===== src/rtl/fpu_alt_wb_recv.sv =====
// ---------------------------------------------------------------------------
// fpu_alt_wb_recv
//
// Receiving end of the long-latency FP alternate writeback path used by the
// sqrt/div units. A result is announced with its tags (destination register,
// instruction index, opcode) on i_alt_en, and its data follows DATA_LAT cycles
// later on i_alt_data. The tags ride a DATA_LAT-deep shift register so they
// meet their data at the last stage. The completed result is queued in a
// small FIFO. The FIFO drains into the shared register-file write port in
// cycles the main FP pipe leaves free (i_wb_busy low).
//
// Ports
//   i_clk        clock
//   i_rst        synchronous reset, active high
//   i_except     pipeline flush: drop all in-flight and queued results
//   i_alt_en     one result announced this cycle
//   i_alt_reg    destination physical register of the announced result
//   i_alt_II     instruction index of the announced result
//   i_alt_op     opcode of the announced result
//   i_alt_data   result data, valid DATA_LAT cycles after its i_alt_en
//   i_wb_busy    main FP pipe owns the write port this cycle
//   o_alt_pause  credit back-pressure to the sqrt/div unit
//   o_wb_en      write port request
//   o_wb_reg     write register (9'h1ff when idle)
//   o_wb_II      instruction index for retire (0 when idle)
//   o_wb_op      opcode of written result (0 when idle)
//   o_wb_data    write data (0 when idle)
//   o_ret_en     completion pulse to retire logic, coincident with o_wb_en
// ---------------------------------------------------------------------------
module fpu_alt_wb_recv #(
  parameter bit  H          = 1'b0,
  parameter int  DATA_LAT   = 5,
  parameter int  FIFO_DEPTH = 4,
  localparam int DW         = (H ? 16 : 0) + 68
) (
  input  logic          i_clk,
  input  logic          i_rst,
  input  logic          i_except,
  input  logic          i_alt_en,
  input  logic [8:0]    i_alt_reg,
  input  logic [9:0]    i_alt_II,
  input  logic [12:0]   i_alt_op,
  input  logic [DW-1:0] i_alt_data,
  input  logic          i_wb_busy,
  output logic          o_alt_pause,
  output logic          o_wb_en,
  output logic [8:0]    o_wb_reg,
  output logic [9:0]    o_wb_II,
  output logic [12:0]   o_wb_op,
  output logic [DW-1:0] o_wb_data,
  output logic          o_ret_en
);

  localparam int AW = $clog2(FIFO_DEPTH);
  localparam int CW = AW + 1;

  typedef struct packed {
    logic [8:0]    rg;
    logic [9:0]    ii;
    logic [12:0]   op;
    logic [DW-1:0] data;
  } result_t;

  // Tag pipe
  logic [DATA_LAT-1:0] r_tagValid;
  logic [8:0]          r_tagReg [DATA_LAT];
  logic [9:0]          r_tagII  [DATA_LAT];
  logic [12:0]         r_tagOp  [DATA_LAT];

  // Result FIFO
  result_t             r_mem [FIFO_DEPTH];
  logic [AW-1:0]       r_wrPtr;
  logic [AW-1:0]       r_rdPtr;
  logic [CW-1:0]       r_count;
  logic                r_ovf;

  // Registered write-port outputs
  logic                r_wbEn;
  logic [8:0]          r_wbReg;
  logic [9:0]          r_wbII;
  logic [12:0]         r_wbOp;
  logic [DW-1:0]       r_wbData;

  logic                w_lastValid;
  logic                w_full;
  logic                w_empty;
  logic                w_pop;
  logic                w_pushOk;
  logic                w_pushDrop;
  result_t             w_pushEntry;
  result_t             w_head;
  logic [15:0]         w_occupancy;

  // Valid bits of the tag pipe. Reset and flush both wipe every stage, which
  // also discards an announcement arriving in the flush cycle itself. Data
  // that later shows up for a wiped tag finds no valid bit and is ignored.
  always_ff @(posedge i_clk) begin
    if (i_rst || i_except) begin
      r_tagValid <= '0;
    end else begin
      r_tagValid[0] <= i_alt_en;
      for (int k = 1; k < DATA_LAT; k++) begin
        r_tagValid[k] <= r_tagValid[k-1];
      end
    end
  end

  // Tag payload travels alongside the valid bits. It is only meaningful where
  // the matching valid is set, so it needs no reset.
  always_ff @(posedge i_clk) begin
    r_tagReg[0] <= i_alt_reg;
    r_tagII[0]  <= i_alt_II;
    r_tagOp[0]  <= i_alt_op;
    for (int k = 1; k < DATA_LAT; k++) begin
      r_tagReg[k] <= r_tagReg[k-1];
      r_tagII[k]  <= r_tagII[k-1];
      r_tagOp[k]  <= r_tagOp[k-1];
    end
  end

  // A valid tag at the last stage is paired with the data presented this
  // cycle. A pop in the same cycle frees a slot, so a full FIFO that is also
  // draining still accepts the push; only a full, stalled FIFO drops it.
  assign w_lastValid = r_tagValid[DATA_LAT-1];
  assign w_full      = (r_count == CW'(FIFO_DEPTH));
  assign w_empty     = (r_count == '0);
  assign w_pop       = !w_empty && !i_wb_busy;
  assign w_pushOk    = w_lastValid && (!w_full || w_pop);
  assign w_pushDrop  = w_lastValid && w_full && !w_pop;
  assign w_pushEntry = {r_tagReg[DATA_LAT-1], r_tagII[DATA_LAT-1],
                        r_tagOp[DATA_LAT-1], i_alt_data};
  assign w_head      = r_mem[r_rdPtr];

  // FIFO storage. Writes during reset/flush are harmless because the
  // pointers and count are cleared on the same edge.
  always_ff @(posedge i_clk) begin
    if (w_pushOk) begin
      r_mem[r_wrPtr] <= w_pushEntry;
    end
  end

  // FIFO pointers and occupancy. Pointers are log2(depth) wide and wrap on
  // their own; the count has one extra bit to tell full from empty. The
  // overflow flag is sticky until reset so a dropped result is never lost
  // from view, even across a flush.
  always_ff @(posedge i_clk) begin
    if (i_rst) begin
      r_wrPtr <= '0;
      r_rdPtr <= '0;
      r_count <= '0;
      r_ovf   <= 1'b0;
    end else if (i_except) begin
      r_wrPtr <= '0;
      r_rdPtr <= '0;
      r_count <= '0;
    end else begin
      if (w_pushOk) begin
        r_wrPtr <= r_wrPtr + 1'b1;
      end
      if (w_pop) begin
        r_rdPtr <= r_rdPtr + 1'b1;
      end
      unique case ({w_pushOk, w_pop})
        2'b10:   r_count <= r_count + 1'b1;
        2'b01:   r_count <= r_count - 1'b1;
        default: r_count <= r_count;
      endcase
      if (w_pushDrop) begin
        r_ovf <= 1'b1;
      end
    end
  end

  // Write-port register. The head is presented the cycle after it is popped;
  // every other cycle the port shows the idle pattern (register 9'h1ff, all
  // other fields zero).
  always_ff @(posedge i_clk) begin
    if (i_rst || i_except || !w_pop) begin
      r_wbEn   <= 1'b0;
      r_wbReg  <= 9'h1ff;
      r_wbII   <= '0;
      r_wbOp   <= '0;
      r_wbData <= '0;
    end else begin
      r_wbEn   <= 1'b1;
      r_wbReg  <= w_head.rg;
      r_wbII   <= w_head.ii;
      r_wbOp   <= w_head.op;
      r_wbData <= w_head.data;
    end
  end

  // Credit check: every queued result plus every tag still in flight will
  // eventually need a FIFO slot. Pausing one slot early covers the result
  // the unit may announce in the same cycle it first sees the pause.
  always_comb begin
    w_occupancy = 16'(r_count);
    for (int k = 0; k < DATA_LAT; k++) begin
      w_occupancy = w_occupancy + 16'(r_tagValid[k]);
    end
  end

  assign o_alt_pause = (w_occupancy >= 16'(FIFO_DEPTH - 1));
  assign o_wb_en     = r_wbEn;
  assign o_ret_en    = r_wbEn;
  assign o_wb_reg    = r_wbReg;
  assign o_wb_II     = r_wbII;
  assign o_wb_op     = r_wbOp;
  assign o_wb_data   = r_wbData;

endmodule


===== config.mk =====
export PLATFORM = sky130hd
export DESIGN_NAME = fpu_alt_wb_recv
export DESIGN_NICKNAME = d
export VERILOG_FILES = /design/src/rtl/fpu_alt_wb_recv.sv
export SDC_FILE = /design/constraint.sdc
export NUM_CORES = 1
export LEC_CHECK = 0
export CORE_AREA = 3 3 192 194
export DETAILED_ROUTE_END_ITERATION = 6
export DIE_AREA = 0 0 195 197
export DONT_BUFFER_PORTS = 1
export PLACE_DENSITY_LB_ADDON = 0.1
export REMOVE_ABC_BUFFERS = 1
export SETUP_SLACK_MARGIN = 0.1
export SLEW_MARGIN = 25
export SYNTH_ARGS = -nofsm -noshare
export SYNTH_HDL_FRONTEND = slang
export SYNTH_SLANG_ARGS = --single-unit

===== constraint.sdc =====
create_clock -name i_clk -period 5.55 [get_ports i_clk]
set_input_delay 0.8325 -clock i_clk [delete_from_list [all_inputs] [get_ports i_clk]]
set_output_delay 0.8325 -clock i_clk [all_outputs]
set_load 0.01 [all_outputs]

==> key figures, run 1 <==
Timing
  • RSZ-0062 raised after global routing: false
  • Fin. Hold Viols: 0
  • Worst-margin pin slew: 1.005 ns
  • Finish-stage setup viols: 0
  • Fin. max-slew vios: 0
  • Fin crit period: around 4.2 ns
  • Tcrit/Tclk final: 0.7565
  • FMAX: 0.2382 GHz
  • TNS Setup: 0 ns
  • Max-slew headroom: 0.3301
  • Clk_skew: between 0.01 and 0.015 ns

Final layout
  • Layout cells sized above 1: 0.2030
  • ANT cells: 0
  • Final nets: roughly 1,100
  • Largest Register: r_mem
  • Fill count: around 2,300
  • Max reg flops: 400
  • Layout Area Growth over Synthesis: 12.99%

CTS
  • Total number of H-tree levels: 3
  • CTS tree: yes
  • Post-CTS Resized: 0
  • Hold Buf Count CTS: 0
  • Max clock buf depth: 3
  • CTS clk-pin slew, worst paths: ~0.060 ns
  • Clk_lat worst skew: between 0.5 and 0.6 ns
  • Clock Sinks: ~670
  • Clock root buffer: clkbuf_16
  • TritonCTS buffer count: 66
  • Setup bufs post-CTS: 0

Setup path
  • CP arrival: approximately 3.4 ns
  • Crit path cell chain: fa_1 -> inv_1 -> fa_1 -> inv_1 -> ha_1 -> inv_1 -> fa_1 -> a2111oi_0 -> a21oi_1 -> a211o_1
  • Crit path capture: o_alt_pause
  • Flop2flop setup slack: approximately 2.8 ns
  • Slowest cell on crit path: fa_1
  • Crit. End Element: output pin
  • Crit path launch: r_tagValid[0]
  • CP Buf/Inv Count: 3
  • Critical Path Fanout Max: 2
  • Launching point of the worst reg2reg path: r_count[1]
  • Stages on worst setup path: 10
  • R2R cell count: 4
  • CP required: between 4 and 5 ns
  • Critical path type: reg -> out
  • Crit path launch type: flip-flop
  • CP top delay family: adder cells
  • Worst R2R End: r_mem[3][30]
  • CP max stage delay: between 0.5 and 0.6 ns

Synthesis
  • Synth top cells by count: 400 x edfxtp_1, 273 x dfxtp_1, 100 x and2_1, 100 x mux4_2, 22 x buf_2
  • Seq cells post-synth: between 600 and 700
  • Sequential-to-total area share from yosys stat: 0.8283
  • Top FF cell, synth: edfxtp_1
  • Post-synth top area share: 0.5693
  • Synth area leader: edfxtp_1
  • EDFF count, synth: 400
  • Most common cell in the netlist: edfxtp_1
  • Asr flop ratio synth: 0
  • Yosys synthesis warning count: 0
  • Post-synthesis cell count: 980
  • Synthesized cell area: around 21,000 µm²
  • Synth top area cells: edfxtp_1 57%, dfxtp_1 26%, mux4_2 11%
  • Mean Syn Cell Area: 21.53 µm²
  • Synth cell types: 31

Status
  • Status: complete, no violations

Global route
  • Total track usage: 0.1783
  • Largest net degree at the start of global routing: 63
  • Vias in the first global route: about 8,800
  • Initial antenna violation count: 0
  • First-pass GRT wire length: between 50 and 60 mm
  • Global route overflow: 0

Hold path
  • HP Start: i_alt_op[2]
  • Worst hold path class: in -> reg

Pwr
  • Final Power: 9.755 mW
  • Cell Pwr Density: slightly above 400 nW/µm²
  • Maximum VDD drop: roughly 0.38 mV
  • Switching pwr: between 1.5 and 2 mW
  • LEAKAGE: 8.023 nW
  • Sequential Power Share: 0.550
  • Switching Share: 0.1774
  • Clock Power Share: 0.449
  • Int Pwr: around 8 mW
  • Gate power share: 0.001

Placement
  • Gpl congestion: roughly 0.73
  • Port Buf Inserts: 0
  • Final HPWL DP: ~19 mm

Route
  • Routed Antenna Nets: 0
  • Vias/cell: around 5.5
  • Wire length per cell: approximately 22 µm
  • DR iter-0 viols: roughly 420
  • First-pass DRT Iterations: 4
  • DRC Markers: 0
  • Vias: approximately 8,400
  • Total Wirelength: between 30 and 40 mm

Floorplanning
  • Full die area: approximately 38,000 µm²
  • Core area: roughly 35,000 µm²
  • Cell Rows: 69
  • IO Pins: between 200 and 250
  • Starting Density: 0.5961
  • Die Ht: 197 µm
  • Die width: roughly 200 µm

Run
  • Maxcap violations: 0
==> stage by stage <==
step | instances | instance area (µm²) | setup slack [ns] | utilization | hold slack (ns)
finish | 1540 | 23840 | 1.351 | 0.6735 | 0.2894
global route | 1540 | 23840 | 1.064 | 0.6735 | 0.2486
detailed placement | 1420 | 21640 | 1.937 | 0.6115 | 0.3121
floorplan | 945 | 20900 | 0.2629 | - | 0.3096
global placement | 1418 | 21600 | 1.980 | 0.6104 | 0.3098
CTS | 1540 | 23840 | 1.315 | 0.6735 | 0.2535
==> power by group through the flow <==
stage,registers [mW],logic [mW],clock network (mW)
after CTS,5.37,0.00556,4.50
after global routing,5.37,0.00622,4.70
after detailed placement,5.48,0.00555,0
final,5.37,0.00546,4.38
after global placement,5.47,0.00538,0
after floorplan,5.47,0.00410,0
==> placed cells by master (no fill, tap or decap), types with 9 or more instances in the layout <==
| master | count |
|---|---|
| and2_1 | 96 |
| buf_4 | 11 |
| clkbuf_1 | 22 |
| clkbuf_16 | 72 |
| clkbuf_8 | 9 |
| dfxtp_1 | 271 |
| edfxtp_1 | 400 |
| inv_1 | 13 |
| mux4_2 | 100 |
| nand2b_1 | 9 |
==> per-layer routing <==
layer  vias up  part of all wire  track usage
met5         -                 0            0
met2       228              0.49       0.2822
met1      4329              0.43       0.2413
met3        58             0.068      0.06068
li1       3819                 -            -
met4         0             0.019      0.05176
==> worst register-to-register path, stage by stage, from the launching register on <==
cell	delay, ns
dfxtp_1	0.45
and4bb_2	0.31
nor2_1	0.35
and2_4	0.88
buf_4	0.47
==> worst min-delay path by stage <==
stage / to / slack [ns] / depth (start not counted)
3_3_place_gp: r_tagOp[0][41] / 0.31 / 0
6_report: r_tagOp[0][2] / 0.29 / 0
2_1_floorplan: r_tagII[0][10] / 0.31 / 0
4_1_cts: r_tagOp[0][2] / 0.25 / 0
3_5_place_dp: r_tagOp[0][17] / 0.31 / 0
5_1_grt: r_tagOp[0][2] / 0.25 / 0
==> cell families (layout without fill, tap and decap cells) <==
logic type	Yosys count	count (layout)	synth area share
muxes	100	100	0.1067
and+or+nand+nor	129	129	0.03795
AOI/OAI and AO/OA	14	14	0.005160
xor gates and xnor gates	4	4	0.001661
DFF	673	673	0.8283
buffers and inverters	48	147	0.01162
adders and majority gates	12	12	0.008540
==> layout make-up <==
class                   count  area (µm²)  area share
repair buffers             14       142.6    0.005983
flip-flops and latches    673       17480      0.7334
well taps                 461       576.8     0.02419
clock inverters            17       187.7    0.007872
multi-input cells         259        3392      0.1423
clock buffers             103        2008     0.08423
inverters                  13       48.80    0.002047
No activity file was read; power rests on OpenSTA's default activity.
==> run 2: changes to the inputs <==
--- a/config.mk
+++ b/config.mk
@@ -5,9 +5,9 @@
 export SDC_FILE = /design/constraint.sdc
 export NUM_CORES = 1
 export LEC_CHECK = 0
-export CORE_AREA = 3 3 192 194
+export CORE_AREA = 3 3 199 201
 export DETAILED_ROUTE_END_ITERATION = 6
-export DIE_AREA = 0 0 195 197
+export DIE_AREA = 0 0 202 204
 export DONT_BUFFER_PORTS = 1
 export PLACE_DENSITY_LB_ADDON = 0.1
 export REMOVE_ABC_BUFFERS = 1
==> constraint.sdc (replaced) <==
create_clock -name i_clk -period 3.55 [get_ports i_clk]
set_input_delay 0.5325 -clock i_clk [delete_from_list [all_inputs] [get_ports i_clk]]
set_output_delay 0.5325 -clock i_clk [all_outputs]
set_load 0.01 [all_outputs]
==> key figures, run 2 (same netlist as run 1, synthesis figures left out) <==
Global route
  • GR peak layer: met2 (unchanged)
  • Met1 usage: 0.2305 (was 0.2413)
  • Total track usage: 0.1742 (was 0.1783)
  • First-pass GRT wire length: 54.00 mm (was 51.89 mm)
  • Global route overflow: 0 (unchanged)
  • Met3 usage: 0.05240 (was 0.06068)
  • Met2 Use GR: 0.2789 (was 0.2822)
  • Largest net degree at the start of global routing: 59 (was 63)
  • Initial antenna violation count: 0 (unchanged)
  • Vias in the first global route: 9,095 (was 8,835)

Route
  • DRC Markers: 0 (unchanged)
  • Vias: 8,537 (was 8,434)
  • First-pass DRT Iterations: 5 (was 4)
  • Routed Antenna Nets: 0 (unchanged)
  • Vias/cell: 5.234 (was 5.477)
  • Total Wirelength: 34.92 mm (was 33.88 mm)
  • DR iter-0 viols: 372 (was 416)
  • Wire length per cell: 21.41 µm (was 22.00 µm)

Setup path
  • CP arrival: 3.09 ns (was 3.37 ns)
  • CP required: 3.02 ns (was 4.72 ns)
  • Critical Path Fanout Max: 2 (unchanged)
  • Crit path launch type: flip-flop (unchanged)
  • Critical path type: reg -> out (unchanged)
  • Crit. End Element: output pin (unchanged)

Final layout
  • Design area: 24,380 µm² (was 23,840 µm²)
  • Commonest non-fill, non-tap cell in the layout: edfxtp_1 (unchanged)
  • Layout cells sized above 1: 0.2134 (was 0.2030)
  • Fill count: 2,524 (was 2,296)
  • Layout Area Growth over Synthesis: 15.57% (was 12.99%)
  • Most frequent cells in the layout: 400 x edfxtp_1, 270 x dfxtp_1, 100 x mux4_2 (was 400 x edfxtp_1, 271 x dfxtp_1, 100 x mux4_2)
  • ANT cells: 0 (unchanged)
  • Final nets: 1,182 (was 1,144)
  • Max reg flops: 400 (unchanged)
  • Largest Register: r_mem (unchanged)

CTS
  • Clock root buffer: clkbuf_16 (unchanged)
  • CTS clk-pin slew, worst paths: 0.06 ns (about the same)
  • Clock Sinks: 673 (unchanged)
  • Max clock buf depth: 3 (unchanged)
  • TritonCTS buffer count: 67 (was 66)
  • Clk_lat worst skew: 0.58 ns (was 0.56 ns)
  • CTS tree: yes (unchanged)
  • Total number of H-tree levels: 3 (unchanged)

Placement
  • Final HPWL DP: 19.83 mm (was 19.23 mm)
  • Gpl congestion: 0.7045 (was 0.7312)
  • Placed inst area: 21,820 µm² (was 21,640 µm²)
  • Port Buf Inserts: 0 (unchanged)

Pwr
  • Switching pwr: 2.811 mW (was 1.731 mW)
  • Switching Share: 0.1839 (was 0.1774)
  • LEAKAGE: 8.224 nW (was 8.023 nW)
  • Gate power share: 0.002 (was 0.001)
  • Maximum VDD drop: 0.5996 mV (was 0.3824 mV)
  • Cell Pwr Density: 626.9 nW/µm² (was 409.2 nW/µm²)
  • Sequential Power Share: 0.549 (was 0.550)
  • Clock Power Share: 0.449 (about the same)
  • Int Pwr: 12.48 mW (was 8.024 mW)

Status
  • Failing checks: negative setup slack
  • Status: complete, but fails checks (was complete, no violations)

Floorplanning
  • Cell Rows: 71 (was 69)
  • Core area: 37,760 µm² (was 35,400 µm²)
  • Full die area: 41,210 µm² (was 38,420 µm²)
  • IO Pins: 208 (unchanged)
  • Die Ht: 204 µm (was 197 µm)
  • Starting Density: 0.5588 (was 0.5961)
  • Die width: 202 µm (was 195 µm)

Timing
  • PnR worst setup slack: -0.06870 ns (was 1.351 ns)
  • RSZ-0062 raised after global routing: true (was false)
  • Worst-margin pin slew: 0.8300 ns (was 1.005 ns)
  • TNS Setup: -0.06870 ns (was 0 ns)
  • Fin crit period: 3.619 ns
  • Finish-stage setup viols: 1 (was 0)
  • Fin. max-slew vios: 0 (unchanged)
  • Fin. Hold Viols: 0 (unchanged)
  • FMAX: 0.2763 GHz
  • Clk_skew: 0.01450 ns (was 0.01492 ns)
  • Tcrit/Tclk final: 1.019
  • Max-slew headroom: 0.4467 (was 0.3301)

Hold path
  • Worst hold path class: in -> reg (unchanged)

Run
  • Maxcap violations: 0 (unchanged)
run 2: critical path, cell delays in order (launching register included):
cell,delay [ns]
dfxtp_2,0.33
fa_1,0.53
inv_1,0.05
fa_1,0.43
inv_1,0.07
ha_2,0.18
inv_2,0.04
fa_2,0.35
a2111oi_4,0.19
a21oi_1,0.07
a211o_1,0.28
run 2: timing repair:
item	4_1_cts	5_1_grt
gates resized for setup	6	1
setup buffers	1	0
hold endpoints to repair	32	0
hold buffers	32	0
pin swaps	2	0
setup endpoints to repair	1	1
run 2: final cells by class:
cell class / instances / area, µm² / share of cell area
Multi-Input combinational cell: 259 / 3416 / 0.1401
Tap cell: 511 / 639.4 / 0.02622
Timing Repair Buffer: 51 / 588.1 / 0.02412
Clock buffer: 103 / 2017 / 0.08271
Clock inverter: 21 / 190.2 / 0.007799
Sequential cell: 673 / 17490 / 0.7171
Inverter: 13 / 48.80 / 0.002001
run 2: metal layers:
metal / part of all wire / vias up
li1: - / 3885
met1: 0.43 / 4377
met2: 0.48 / 215
met3: 0.066 / 60
met4: 0.022 / 0
met5: 0 / -
run 2: final timing paths:
path / start / to / slack, ns / cells after the start
worst max register to register: r_count[1] / r_mem[0][39] / 1.11 / 4
worst min-delay path: i_alt_data[56] / r_mem[0][56] / 0.05 / 0
worst max-delay path: r_tagValid[0] / o_alt_pause / -0.07 / 10
worst min register to register: r_tagOp[0][51] / r_tagOp[0][64] / 0.32 / 0
run 2: power by group through the flow:
| stage | Clock [mW] | Sequential (mW) | Combinational, mW |
|---|---|---|---|
| floorplan | 0 | 8.55 | 0.00641 |
| global placement | 0 | 8.55 | 0.00836 |
| detailed placement | 0 | 8.56 | 0.00863 |
| CTS | 7.06 | 8.39 | 0.0366 |
| global route | 7.37 | 8.40 | 0.0403 |
| finish | 6.86 | 8.39 | 0.0365 |
run 2: metrics by stage:
| step | cells | util | setup WS (ns) | power, mW | hold slack (ns) |
|---|---|---|---|---|---|
| after CTS | 1631 | 0.6455 | -0.1399 | 15.49 | 0.009670 |
| final | 1631 | 0.6459 | -0.06870 | 15.29 | 0.04854 |
| after global placement | 1474 | 0.5781 | 0.2539 | 8.563 | 0.3098 |
| after floorplan | 945 | - | -1.737 | 8.552 | 0.3096 |
| after detailed placement | 1474 | 0.5781 | 0.2556 | 8.567 | 0.3121 |
| after global routing | 1631 | 0.6459 | -0.2249 | 15.80 | 0.01492 |
